File: src/rtl/add_arb_pkg.sv
// Shared types and constants for the shared-adder arbiter.
package add_arb_pkg;

    typedef enum logic [1:0] {
        IDLE  = 2'd0,
        ISSUE = 2'd1,
        HOLD  = 2'd2
    } state_e;

    localparam int DATA_W = 3;
    localparam int SUM_W  = 4;

    // Round-robin pointer advance: ptr+1, wrapping to 0 at n.
    function automatic int unsigned ptr_inc(input int unsigned ptr, input int unsigned n);
        return (ptr + 32'd1 >= n) ? 32'd0 : ptr + 32'd1;
    endfunction

endpackage

File: src/rtl/Add.sv
// 3-bit signed adder producing a 4-bit signed sum; cannot overflow.
module Add (
    input  logic [2:0] A,
    input  logic [2:0] B,
    output logic [3:0] C
);

    assign C = {A[2], A} + {B[2], B};

endmodule

File: src/rtl/rr_picker.sv
// Combinational round-robin picker: first valid request at or above rr_ptr, wrapping.
module rr_picker #(
    parameter int N_REQ = 2,
    parameter int ID_W  = 3
) (
    input  logic [N_REQ-1:0] req,
    input  logic [ID_W-1:0]  rr_ptr,
    output logic [N_REQ-1:0] grant,
    output logic [ID_W-1:0]  grant_idx,
    output logic             any_valid
);

    logic [ID_W:0] idx;

    // Walk offsets from rr_ptr; the first valid requester found wins.
    always_comb begin
        grant     = '0;
        grant_idx = '0;
        any_valid = 1'b0;
        idx       = '0;
        for (int unsigned off = 0; off < N_REQ; off++) begin
            idx = {1'b0, rr_ptr} + (ID_W+1)'(off);
            if (idx >= (ID_W+1)'(N_REQ)) begin
                idx = idx - (ID_W+1)'(N_REQ);
            end
            for (int unsigned i = 0; i < N_REQ; i++) begin
                if (!any_valid && req[i] && idx == (ID_W+1)'(i)) begin
                    grant[i]  = 1'b1;
                    grant_idx = ID_W'(i);
                    any_valid = 1'b1;
                end
            end
        end
    end

endmodule

File: src/rtl/add_share_arbiter.sv
// Shares one Add instance between N_REQ requesters with round-robin arbitration.
module add_share_arbiter
    import add_arb_pkg::*;
#(
    parameter int N_REQ  = 2,
    parameter int DATA_W = 3,
    parameter int ID_W   = 3,
    parameter int CNT_W  = 8
) (
    input  logic                    clk,
    input  logic                    rst,
    input  logic [N_REQ-1:0]        req_valid,
    output logic [N_REQ-1:0]        req_ready,
    input  logic [N_REQ*DATA_W-1:0] req_a,
    input  logic [N_REQ*DATA_W-1:0] req_b,
    output logic                    res_valid,
    input  logic                    res_ready,
    output logic [DATA_W:0]         res_data,
    output logic [ID_W-1:0]         res_id,
    output logic                    busy,
    output logic [N_REQ*CNT_W-1:0]  done_cnt
);

    state_e              state_q, state_d;
    logic [ID_W-1:0]     rr_ptr_q, rr_ptr_d;
    logic [ID_W-1:0]     cur_id_q, cur_id_d;
    logic [ID_W-1:0]     res_id_q, res_id_d;
    logic [DATA_W-1:0]   op_a_q, op_a_d;
    logic [DATA_W-1:0]   op_b_q, op_b_d;
    logic [DATA_W:0]     res_data_q, res_data_d;
    logic                res_valid_q, res_valid_d;
    logic [CNT_W-1:0]    done_cnt_q [N_REQ];
    logic [CNT_W-1:0]    done_cnt_d [N_REQ];

    logic [N_REQ-1:0]    pick_grant;
    logic [ID_W-1:0]     pick_idx;
    logic                pick_any;
    logic [N_REQ-1:0]    ready_c;
    logic [SUM_W-1:0]    sum;

    rr_picker #(
        .N_REQ (N_REQ),
        .ID_W  (ID_W)
    ) u_picker (
        .req       (req_valid),
        .rr_ptr    (rr_ptr_q),
        .grant     (pick_grant),
        .grant_idx (pick_idx),
        .any_valid (pick_any)
    );

    Add u_add (
        .A (op_a_q),
        .B (op_b_q),
        .C (sum)
    );

    // Next-state, operand capture, result latch and counter update.
    always_comb begin
        state_d     = state_q;
        rr_ptr_d    = rr_ptr_q;
        cur_id_d    = cur_id_q;
        res_id_d    = res_id_q;
        op_a_d      = op_a_q;
        op_b_d      = op_b_q;
        res_data_d  = res_data_q;
        res_valid_d = res_valid_q;
        ready_c     = '0;
        for (int unsigned i = 0; i < N_REQ; i++) begin
            done_cnt_d[i] = done_cnt_q[i];
        end
        case (state_q)
            IDLE: begin
                ready_c = pick_grant;
                if (pick_any) begin
                    for (int unsigned i = 0; i < N_REQ; i++) begin
                        if (pick_grant[i]) begin
                            op_a_d = req_a[i*DATA_W +: DATA_W];
                            op_b_d = req_b[i*DATA_W +: DATA_W];
                        end
                    end
                    cur_id_d = pick_idx;
                    rr_ptr_d = ID_W'(ptr_inc(32'(pick_idx), N_REQ));
                    state_d  = ISSUE;
                end
            end
            ISSUE: begin
                res_data_d  = sum;
                res_id_d    = cur_id_q;
                res_valid_d = 1'b1;
                state_d     = HOLD;
            end
            HOLD: begin
                if (res_ready) begin
                    res_valid_d = 1'b0;
                    for (int unsigned i = 0; i < N_REQ; i++) begin
                        if (ID_W'(i) == res_id_q) begin
                            done_cnt_d[i] = done_cnt_q[i] + 1'b1;
                        end
                    end
                    state_d = IDLE;
                end
            end
            default: state_d = IDLE;
        endcase
    end

    // State registers with asynchronous reset.
    always_ff @(posedge clk or posedge rst) begin
        if (rst) begin
            state_q     <= IDLE;
            rr_ptr_q    <= '0;
            cur_id_q    <= '0;
            res_id_q    <= '0;
            op_a_q      <= '0;
            op_b_q      <= '0;
            res_data_q  <= '0;
            res_valid_q <= 1'b0;
            for (int unsigned i = 0; i < N_REQ; i++) begin
                done_cnt_q[i] <= '0;
            end
        end else begin
            state_q     <= state_d;
            rr_ptr_q    <= rr_ptr_d;
            cur_id_q    <= cur_id_d;
            res_id_q    <= res_id_d;
            op_a_q      <= op_a_d;
            op_b_q      <= op_b_d;
            res_data_q  <= res_data_d;
            res_valid_q <= res_valid_d;
            for (int unsigned i = 0; i < N_REQ; i++) begin
                done_cnt_q[i] <= done_cnt_d[i];
            end
        end
    end

    // Pack counters onto the flat output bus.
    always_comb begin
        done_cnt = '0;
        for (int unsigned i = 0; i < N_REQ; i++) begin
            done_cnt[i*CNT_W +: CNT_W] = done_cnt_q[i];
        end
    end

    // Grants are suppressed while reset is held so req_ready reads zero immediately.
    assign req_ready = rst ? '0 : ready_c;
    assign res_valid = res_valid_q;
    assign res_data  = res_data_q;
    assign res_id    = res_id_q;
    assign busy      = (state_q != IDLE);

endmodule

File: config.mk
export PLATFORM = sky130hd
export DESIGN_NAME = add_share_arbiter
export DESIGN_NICKNAME = d
export VERILOG_FILES = /design/src/rtl/add_arb_pkg.sv /design/src/rtl/Add.sv /design/src/rtl/rr_picker.sv /design/src/rtl/add_share_arbiter.sv
export SDC_FILE = /design/constraint.sdc
export NUM_CORES = 1
export LEC_CHECK = 0
export CAP_MARGIN = 20
export CORE_ASPECT_RATIO = 1.5
export CORE_MARGIN = 4
export CORE_UTILIZATION = 47
export DETAILED_ROUTE_END_ITERATION = 6
export PLACE_DENSITY_LB_ADDON = 0.2
export SLEW_MARGIN = 20
export SYNTH_ARGS = -nofsm -noshare
export SYNTH_HDL_FRONTEND = slang
export SYNTH_SLANG_ARGS = --single-unit
File: constraint.sdc
create_clock -name clk -period 2.5 [get_ports clk]
set_input_delay 0.625 -clock clk [delete_from_list [all_inputs] [get_ports clk]]
set_output_delay 0.625 -clock clk [all_outputs]
set_load 0.02 [all_outputs]
After elaboration in Yosys (flattened, before gate mapping)
Index checks and enable logic that the tools add are counted.

word-level totals
  output and inout port bits = 27
  register bits after elaboration = 38
  logic and storage cells = 74
  input port bits = 17

operators by class
  order comparisons = 3
  multiplexer cells = 24
  eq/ne operators = 7
  reductions and logical operators = 23
  add/subtract/negate cells = 7

operators by type and width
  kind                 number
  $add 8x1->8 const B  2
  $mux 3               5
  $mux 1               11
  $reduce_and 3->1     3
  $eq 4x1->1 const B   2
  $ge 4x2->1 const B   2
  $logic_not 4->1      2
  $mux 2               4
  $mux 4               2
  $logic_and 1x1->1    7
  $pmux 2 s3           1
  $reduce_and 2->1     3
  $reduce_bool 2->1    3
  $add 3x1->4 const B  1
  $add 3x3->4          1
  $ne 2x2->1 const B   2
  $sub 3x2->4 const B  1
  $sub 4x2->4 const B  1
  $eq 1x3->1 const A   1
  $ge 3x2->1 const B   1
  $logic_not 1->1      3
  $logic_not 3->1      1
  $add 1x1->2 const B  1
  $eq 2x1->1 const B   1
  3 further kinds      3

Logic depth before layout (Yosys ltp)
Gate-level depths: netlist of run 1.

  word-level depth = 20
  gate-level depth with buffers = 5
  gate-level depth less buffers = 5

Modules after synthesis
A second synthesis of run 1 with hierarchy kept.

second synthesis, totals
  cell total of the unflattened synthesis = 174
  area, all modules = 1,969.4 µm²

modules (own cells, without submodules)
  module             times used  sequential area each (µm²)  area an instance (µm²)  cells an instance
  add_share_arbiter  1           950.9                       1,701.6                 142
  rr_picker          1           0.0                         178.9                   23
  Add                1           0.0                         88.8                    9

Worst setup path before layout of run 1
OpenSTA, ideal clock, no wires.

  path type = input -> output
  from = input rst
  to = output req_ready[0]
  path buffers = 0
  cell stages on the path = 2
  required time = 1.875 ns
  slack = 0.127 ns
  arrival time = 1.748 ns
  cell sequence = inv_1 and4_1

between the ends
  longest elaborated chain between the ends = 1

RTL lines
  what         RTL line                  source
  from (decl)  add_share_arbiter.sv:11   input logic rst,
  $mux 2       add_share_arbiter.sv:146  assign req_ready = rst ? '0 : ready_c;
  to (decl)    add_share_arbiter.sv:13   output logic [N_REQ-1:0] req_ready,

Every way passes these cells.

Final worst setup path of run 1
  from = input req_valid[0]
  to = output req_ready[1]

between the ends
  longest elaborated chain between the ends = 16
  elaborated cells between the ends (all ways) = 17
  those cells by class = mux (7); reduce/logical (10)

RTL lines
  what                            RTL line                  source
  from (decl)                     add_share_arbiter.sv:12   input logic [N_REQ-1:0] req_valid,
  $logic_and 1x1->1               rr_picker.sv:27           if (!any_valid && req[i] && idx == (ID_W+1)'(i)) begin
  $mux 1                          rr_picker.sv:27
  $logic_not 1->1                 rr_picker.sv:27
  $logic_and 1x1->1 (2 in a row)  rr_picker.sv:27
  $mux 1                          rr_picker.sv:27
  $logic_not 1->1                 rr_picker.sv:27
  $logic_and 1x1->1 (2 in a row)  rr_picker.sv:27
  $mux 1                          rr_picker.sv:27
  $logic_not 1->1                 rr_picker.sv:27
  $logic_and 1x1->1 (2 in a row)  rr_picker.sv:27
  $mux 1 *                        rr_picker.sv:27
  $mux 2 *                        add_share_arbiter.sv:72   case (state_q)
  $mux 2 *                        add_share_arbiter.sv:146

Every way passes the cells marked *; elsewhere a longest branch is shown, timed or not.

==> flow_summary.toml, run 1 <==
[global_routing]
grt_pass1_vias = 1315
grt_max_degree = 33
track_usage = 0.1822
antenna_found_initial = 0
grt_overflow_total = 0
grt_pass1_wl_um = 5789

[clock_tree]
cts_setup_buffers = 0
clkLatencyLatePin_ns = 0.27
cts_htree_levels = 2
root_buffer = "clkbuf_8"
cts.sinks = 32
clock_path_buffers = 2
clk_pin_slew_ns = 0.06
cts_buffers = 5
cts_tree = "built"

[timing]
period_share = 0.9695
min_period_ns = 2.424
hold_slack_ns = 0.4644
hold_viol = 0
finalSetupTns_ns = 0
worst_slack_ns = 0.07629
setup_violations = 0
drv_slew = 0
max_freq_mhz = 412.6
clock_skew_ns = 0.003492
rsz0062_at_grt = "false"

[route]
vias = 1258
drtIter0Drc = 16
detail-route-antenna-nets = 0
firstDrtPassIters = 4
wl_um = 3285
wire_per_inst_um = 13.80
detail_route.vias_per_cell = 5.286
route.detailed.drc = 0

[pwr]
irDropWorstVdd_uv = 648.0
powerDensity_nw_per_um2 = 1085
leakagePower_nw = 0.9349
power.total_mw = 2.295

[critical_path]
crit_fanout = 3
endpoint_kind = "output port"
path_class = "input port to output port"
reg2reg_slack_ns = 1.12
critPathArrivalTime_ns = 1.80
required_ns = 1.88
r2r-start = "state_q[0]"
r2r-end = "done_cnt[1]"
startpoint_type = "input port"
r2r_cells = 2

[finish]
stdcell_count = 238
utilization = 0.6631
fin_nets = 220
drive_above_1_share = 0.08081
diodes = 0
final_cell_mix = "clkdlybuf4s50_1 (39), dfrtp_1 (32), nand2_1 (15)"
final_common_cell = "clkdlybuf4s50_1"
final_cell_area_sq_um = 2116
syn_to_final_growth_pct = 34.96

[yosys]
ys_types = 36
synth_top_area_frac = 0.5108
synth-async-reset-ratio = 1.000
synth_ff_type = "dfrtp_1"
postSynthAreaPerCell_sq_um = 10.45
yosysSeqAreaShare = 0.5108
netlist_area_sq_um = 1568
synth.area.top_cells = "dfrtp_1 (51%), xnor2_1 (6.1%), ha_1 (4.0%)"
ys_seq_elements = 32
synth_top_area_cell = "dfrtp_1"
synth_warnings = 0
synth_edf_count = 0
synth_cells = 150

[hold_path]
hp-class = "flip-flop to flip-flop"
min_to = "done_cnt[15]"
worstHoldStart = "done_cnt[15]"
hold_depth = 1

[flow_run]
drv_cap = 0

[placement]
hpwl_um = 2629
place_congestion = 0.7197
port_buffers = 41
post-place-ws_ns = -0.2281
place_area_sq_um = 2028
dp_cells = 230

[floorplan]
fp-row-count = 25
die_area_sq_um = 4343
fp.dieW_um = 55.16
coreArea_sq_um = 3191
start_util = 0.4914
fp.dieH_um = 78.74
io_pins = 44

[run_status]
outcome = "finished clean"
-- layout make-up --
| cell class | instances | area [sq um] |
|---|---|---|
| fill | 290 | 1075 |
| timing repair buffer | 45 | 437.9 |
| sequential | 32 | 800.8 |
| tap | 40 | 50.05 |
| multi-input combinational | 105 | 706.9 |
| clock buffer | 8 | 90.09 |
| inverter | 8 | 30.03 |
-- cells in the mapped netlist (2+ instances only) --
library cell	n
and3_1	2
clkbuf_1	2
o21ai_0	11
and4_1	2
dfrtp_1	32
o21ai_1	2
nand2_1	15
nor2_1	2
nand2b_1	2
a21oi_1	7
nor2_4	2
nand3_1	10
xnor2_1	11
nor3_2	2
a31oi_1	6
ha_1	5
inv_1	8
nand4_1	6
buf_4	3
xor2_1	4
-- worst max path at each step --
stage,start,endpoint,slack (ns),depth (start not counted)
6_report,req_valid[0],req_ready[1],0.08,5
5_1_grt,req_valid[0],req_ready[1],0.001,5
3_5_place_dp,req_valid[0],req_ready[1],-0.23,5
3_3_place_gp,req_valid[0],req_ready[1],-0.13,5
2_1_floorplan,rst,req_ready[0],0.13,2
4_1_cts,req_valid[0],req_ready[1],0.07,5
-- cells by family (layout without fill, tap and decap cells) --
kind of cell | after synthesis | in the layout | share of synthesized area
fa+ha+maj | 6 | 6 | 0.05267
xor+xnor | 15 | 15 | 0.08380
mux | 2 | 2 | 0.01596
buf+inv | 14 | 61 | 0.04070
simple gates | 52 | 52 | 0.1955
flops | 32 | 32 | 0.5108
compound gates | 28 | 28 | 0.09817
other cells | 1 | 2 | 0.002392
-- where the power goes --
part | total (mW) | internal (mW) | leakage, nW | switching [mW]
Sequential | 0.884 | 0.703 | 0.403 | 0.181
Combinational | 1.02 | 0.486 | 0.486 | 0.532
Clock | 0.393 | 0.224 | 0.0455 | 0.169
-- worst max-delay path: stages --
cell and delay [ns]:
clkdlybuf4s50_1 0.45, nand2b_1 0.12, nand2_1 0.08, nor3_1 0.16, dlygate4sd2_1 0.36
-- sequential cells by signal, summed over array words and instances, names as in the netlist --
register,flops
op_b_q,3
rr_ptr_q,1
done_cnt,16
res_id,1
state_q,2
res_valid,1
cur_id_q,1
res_data,4
op_a_q,3
-- per-layer routing --
| layer | global-route usage | vias to the layer above | part of all wire |
|---|---|---|---|
| met5 | 0 | - | 0 |
| met4 | 0.06083 | 0 | 0.016 |
| met3 | 0.04503 | 5 | 0.062 |
| met2 | 0.3282 | 34 | 0.54 |
| met1 | 0.1968 | 608 | 0.38 |
| li1 | - | 611 | - |
-- what timing repair did --
item | in CTS | in global routing
gates resized for setup | 2 | 0
endpoints found under the setup margin | 2 | 0
hold buffers | 0 | 0
No activity file was read; power rests on OpenSTA's default activity.
==> run 2, diff against run 1 <==
--- a/config.mk
+++ b/config.mk
@@ -7,11 +7,12 @@
 export LEC_CHECK = 0
 export CAP_MARGIN = 20
 export CORE_ASPECT_RATIO = 1.5
-export CORE_MARGIN = 4
-export CORE_UTILIZATION = 47
+export CORE_MARGIN = 5
+export CORE_UTILIZATION = 45
 export DETAILED_ROUTE_END_ITERATION = 6
 export PLACE_DENSITY_LB_ADDON = 0.2
 export SLEW_MARGIN = 20
 export SYNTH_ARGS = -nofsm -noshare
 export SYNTH_HDL_FRONTEND = slang
+export SYNTH_HIERARCHICAL = 1
 export SYNTH_SLANG_ARGS = --single-unit
==> constraint.sdc (replaced) <==
create_clock -name clk -period 2.1 [get_ports clk]
set_input_delay 0.525 -clock clk [delete_from_list [all_inputs] [get_ports clk]]
set_output_delay 0.525 -clock clk [all_outputs]
set_load 0.02 [all_outputs]
==> flow_summary.toml, run 2 <==
[placement]
hpwl_um = 3101
port_buffers = 43
place_area_sq_um = 2611
place_congestion = 0.7928

[pwr]
p_sw_mw = 1.117
p_seq_frac = 0.369
leakagePower_nw = 1.274
powerDensity_nw_per_um2 = 1121
power_frac_comb = 0.486
power.total_mw = 3.143
clkPwrFrac = 0.145
irDropWorstVdd_uv = 837.5
intPower_mw = 2.027
p_sw_frac = 0.3553

[yosys]
synth_top_area_cell = "dfrtp_1"
yosysMostFrequentCell = "dfrtp_1"
ys_types = 39
synth_top_area_frac = 0.4828
synth.top_cells.by_count = "dfrtp_1 (38), nand2_1 (18), ha_1 (10), mux2_2 (10), xnor2_1 (9)"
synth-async-reset-ratio = 1.000
synth_edf_count = 0
postSynthAreaPerCell_sq_um = 11.32
netlist_area_sq_um = 1969
ys_seq_elements = 38
synth.area.top_cells = "dfrtp_1 (48%), ha_1 (6.4%), mux2_2 (5.7%)"
synth_ff_type = "dfrtp_1"
synth_cells = 174
synth_warnings = 6
yosysSeqAreaShare = 0.4828

[run_status]
outcome = "finished, violations left"
violations = "setup timing"

[finish]
final_cell_mix = "clkdlybuf4s50_1 (41), dfrtp_1 (36), nand2_1 (18)"
final_common_cell = "clkdlybuf4s50_1"
fin_nets = 268
final_cell_area_sq_um = 2804
diodes = 0
drive_above_1_share = 0.2708
largest_reg_flops = 16
syn_to_final_growth_pct = 42.38

[timing]
hold_viol = 0
period_share = 1.289
worst_slack_ns = -0.6074
drv_slew = 0
setup_violations = 15
rsz0062_at_grt = "true"
min_period_ns = 2.707
max_freq_mhz = 369.4
clock_skew_ns = 0.007711

[floorplan]
fp.dieW_um = 64.02
start_util = 0.4639
die_area_sq_um = 5827
coreArea_sq_um = 4245
fp-row-count = 29
fp.dieH_um = 91.02
io_pins = 44

[clock_tree]
holdBufCountCts = 0
cts.sinks = 38
clk_pin_slew_ns = 0.07
root_buffer = "clkbuf_8"
cts_htree_levels = 2
cts_buffers = 5
clock_path_buffers = 2
clkLatencyLatePin_ns = 0.28
cts_tree = "built"

[global_routing]
grt_pass1_wl_um = 6831
grt_overflow_total = 0
antenna_found_initial = 0
grt_max_degree = 30
track_usage = 0.1441
grt_pass1_vias = 1598

[critical_path]
crit_fanout = 3
r2r-end = "cur_id_q[2]"
critPathLaunch = "rr_ptr_q[0]"
endpoint = "req_ready[0]"
path_buf_inv = 1
critPathArrivalTime_ns = 2.18
cp_slowest_stage_delay_ns = 0.45
worst-path-stages = 7
r2r-start = "rr_ptr_q[0]"
path_class = "flip-flop to output port"
path_delay_family = "compound AO/OA/AOI/OAI gates"
r2r_cells = 10
startpoint_type = "flip-flop"
slowest_stage = "dfrtp_2"
endpoint_kind = "output port"
required_ns = 1.57
path_cells = "ha_4, xnor2_2, ha_1, o211ai_1, o41ai_2, and2_4, buf_6"
reg2reg_slack_ns = -0.36

[hold_path]
hp-class = "flip-flop to flip-flop"

[route]
vias = 1450
drtIter0Drc = 74
detail-route-antenna-nets = 0
wire_per_inst_um = 14.21
route.detailed.drc = 0
wl_um = 4064
firstDrtPassIters = 2
detail_route.vias_per_cell = 5.070

[flow_run]
drv_cap = 0
-- run 2: kinds of logic after synthesis --
kind of cell / after synthesis / synth area share
and+or+nand+nor: 61 / 0.1753
AOI/OAI and AO/OA: 15 / 0.05337
muxes: 17 / 0.09339
adders and majority gates: 11 / 0.07370
xor gates and xnor gates: 18 / 0.08768
buffers and inverters: 13 / 0.03177
other: 1 / 0.001904
DFF: 38 / 0.4828
-- run 2: repair_timing --
item,in CTS,in global routing
setup endpoints to repair,13,15
setup buffers,2,1
pin swaps,2,3
cloned,1,0
resized for setup,23,8
-- run 2: layer usage --
layer,vias to the layer above,global-route usage,part of all wire,wire length (um)
met1,688,0.1509,0.36,1475
met4,0,0.03640,0.014,57
met2,38,0.2718,0.56,2293
met5,-,0,0,0
met3,7,0.04198,0.058,237
li1,717,-,-,-
-- run 2: cell type report --
type	count	area (sq um)
Clock buffer	7	76.32
Fill cell	343	1441
Inverter	7	26.28
Multi-Input combinational cell	125	1075
Sequential cell	38	953.4
Tap cell	46	57.56
Timing Repair Buffer	63	615.6
-- run 2: worst reg2reg max path: cells and delay by family (launching register included) --
family          cells  cell delay, ns
xor+xnor            1            0.13
flops               1            0.45
fa+ha+maj           2            0.45
compound gates      2            0.33
buf+inv             3            0.45
mux                 1            0.30
simple gates        1            0.25
-- run 2: how the worst min path moves through the flow --
stage / start / endpoint / slack (ns) / depth (start not counted)
detailed placement: done_cnt[7] / done_cnt[7] / 0.46 / 1
global route: done_cnt[7] / done_cnt[7] / 0.49 / 1
CTS: done_cnt[7] / done_cnt[7] / 0.47 / 1
floorplan: op_a_q[0] / op_a_q[0] / 0.45 / 2
finish: done_cnt[7] / done_cnt[7] / 0.47 / 1
global placement: done_cnt[15] / done_cnt[15] / 0.46 / 1
-- run 2: metrics by stage --
step | worst slack (ns) | cells | util | TNS, ns | hold slack [ns]
finish | -0.6074 | 286 | 0.6605 | -4.059 | 0.4684
detailed placement | -0.7415 | 275 | 0.6151 | -3.756 | 0.4611
global route | -0.7050 | 286 | 0.6605 | -5.376 | 0.4888
floorplan | -0.1790 | 175 | - | -1.545 | 0.4545
global placement | -0.7107 | 275 | 0.6151 | -4.216 | 0.4598
CTS | -0.5585 | 285 | 0.6505 | -3.599 | 0.4742
-- run 2: power groups by stage --
stage / combinational (mW) / clock (mW) / sequential [mW]
5_1_grt: 1.66 / 0.513 / 1.20
6_report: 1.53 / 0.456 / 1.16
4_1_cts: 1.51 / 0.470 / 1.16
2_1_floorplan: 0.704 / 0 / 1.31
3_5_place_dp: 1.40 / 0 / 1.18
3_3_place_gp: 1.36 / 0 / 1.16
==> run 3, diff against run 2 <==
--- a/config.mk
+++ b/config.mk
@@ -7,8 +7,8 @@
 export LEC_CHECK = 0
 export CAP_MARGIN = 20
 export CORE_ASPECT_RATIO = 1.5
-export CORE_MARGIN = 5
-export CORE_UTILIZATION = 45
+export CORE_MARGIN = 4
+export CORE_UTILIZATION = 40
 export DETAILED_ROUTE_END_ITERATION = 6
 export PLACE_DENSITY_LB_ADDON = 0.2
 export SLEW_MARGIN = 20
==> flow_summary.toml, run 3 (same netlist as run 2, synthesis figures left out) <==
[finish]
final_cell_area_sq_um = 2899
fill_cells = 421
fin_nets = 271
final_common_cell = "clkdlybuf4s50_1"
final_cell_mix = "clkdlybuf4s50_1 (39), dfrtp_1 (36), buf_4 (19)"
diodes = 0
drive_above_1_share = 0.2869
syn_to_final_growth_pct = 47.20
largest_reg_flops = 16

[critical_path]
path_class = "flip-flop to output port"
r2r-start = "rr_ptr_q[0]"
required_ns = 1.57
endpoint_kind = "output port"
startpoint_type = "flip-flop"
reg2reg_slack_ns = -0.43
crit_fanout = 3
r2r_cells = 11
critPathArrivalTime_ns = 2.13
r2r-end = "cur_id_q[2]"

[run_status]
outcome = "finished, violations left"
violations = "setup timing"

[placement]
port_buffers = 43
hpwl_um = 2859
post-place-ws_ns = -0.7424
place_congestion = 0.7084
place_area_sq_um = 2624

[pwr]
irDropWorstVdd_uv = 592.3
power.total_mw = 3.393
powerDensity_nw_per_um2 = 1170
leakagePower_nw = 1.316

[floorplan]
fp.dieW_um = 65.29
fp-row-count = 31
start_util = 0.4095
coreArea_sq_um = 4810
io_pins = 44
die_area_sq_um = 6133
fp.dieH_um = 93.94

[global_routing]
track_usage = 0.1379
grt_pass1_wl_um = 6534
grt_pass1_vias = 1503
antenna_found_initial = 0
grt_overflow_total = 0
grt_max_degree = 29

[route]
vias = 1464
firstDrtPassIters = 4
detail-route-antenna-nets = 0
wire_per_inst_um = 12.41
wl_um = 3846
route.detailed.drc = 0
detail_route.vias_per_cell = 4.723
drtIter0Drc = 59

[clock_tree]
cts_buffers = 5
clock_path_buffers = 2
cts_tree = "built"
clk_pin_slew_ns = 0.08
root_buffer = "clkbuf_8"
cts_htree_levels = 2
cts.sinks = 38
clkLatencyLatePin_ns = 0.29

[timing]
min_period_ns = 2.655
clock_skew_ns = 0.007650
hold_viol = 0
max_freq_mhz = 376.6
worst_slack_ns = -0.5554
drv_slew = 0
finalSetupTns_ns = -4.752
hold_slack_ns = 0.4642
setup_violations = 15
rsz0062_at_grt = "true"
period_share = 1.264

[hold_path]
hold_depth = 1
min_to = "done_cnt[7]"
hp-class = "flip-flop to flip-flop"
worstHoldStart = "done_cnt[7]"

[flow_run]
drv_cap = 0
[run 3: metrics by stage]
stage | utilization | instances
after floorplan | - | 175
after global placement | 0.5455 | 295
after detailed placement | 0.5455 | 295
after CTS | 0.5882 | 307
after global routing | 0.6028 | 310
final | 0.6028 | 310
[run 3: critical path: stages, from the launching register on]
cell,delay [ns]
dfrtp_2,0.45
ha_4,0.19
xnor2_4,0.14
ha_4,0.27
o211ai_1,0.12
o41ai_2,0.36
and2_4,0.21
buf_6,0.11
[run 3: area by class of cell]
type / count / area [sq um] / area share
clock buffer: 5 / 68.82 / 0.02374
clock inverter: 3 / 68.82 / 0.02374
inverter: 7 / 26.28 / 0.009063
multi-input combinational: 125 / 1074 / 0.3703
sequential: 38 / 953.4 / 0.3289
tap: 66 / 82.58 / 0.02849
timing repair buffer: 66 / 625.6 / 0.2158
[run 3: layer usage]
layer / track usage / vias up / part of all wire
met5: 0 / - / 0
met4: 0.06228 / 0 / 0.024
met3: 0.02994 / 8 / 0.044
met2: 0.2434 / 35 / 0.52
met1: 0.1559 / 698 / 0.41
li1: - / 723 / -
[run 3: timing repair]
item | CTS | global route
setup buffers | 5 | 3
endpoints found under the setup margin | 14 | 16
cloned | 1 | 0
pin swaps | 2 | 8
resized for setup | 18 | 15
hold buffers | 0 | 0
[run 3: power breakdown]
part | total [mW] | switching (mW) | internal [mW] | leakage (nW)
clock network | 0.746 | 0.270 | 0.476 | 0.0683
registers | 1.17 | 0.203 | 0.964 | 0.489
logic | 1.48 | 0.663 | 0.817 | 0.758
[run 3: how the worst max path moves through the flow]
| stage | to | slack, ns | start |
|---|---|---|---|
| CTS | req_ready[0] | -0.56 | rr_ptr_q[1] |
| detailed placement | req_ready[0] | -0.74 | rr_ptr_q[0] |
| global route | req_ready[0] | -0.66 | rr_ptr_q[1] |
| floorplan | req_ready[0] | -0.18 | rr_ptr_q[0] |
| global placement | req_ready[0] | -0.71 | req_valid[0] |
| finish | req_ready[0] | -0.56 | rr_ptr_q[0] |
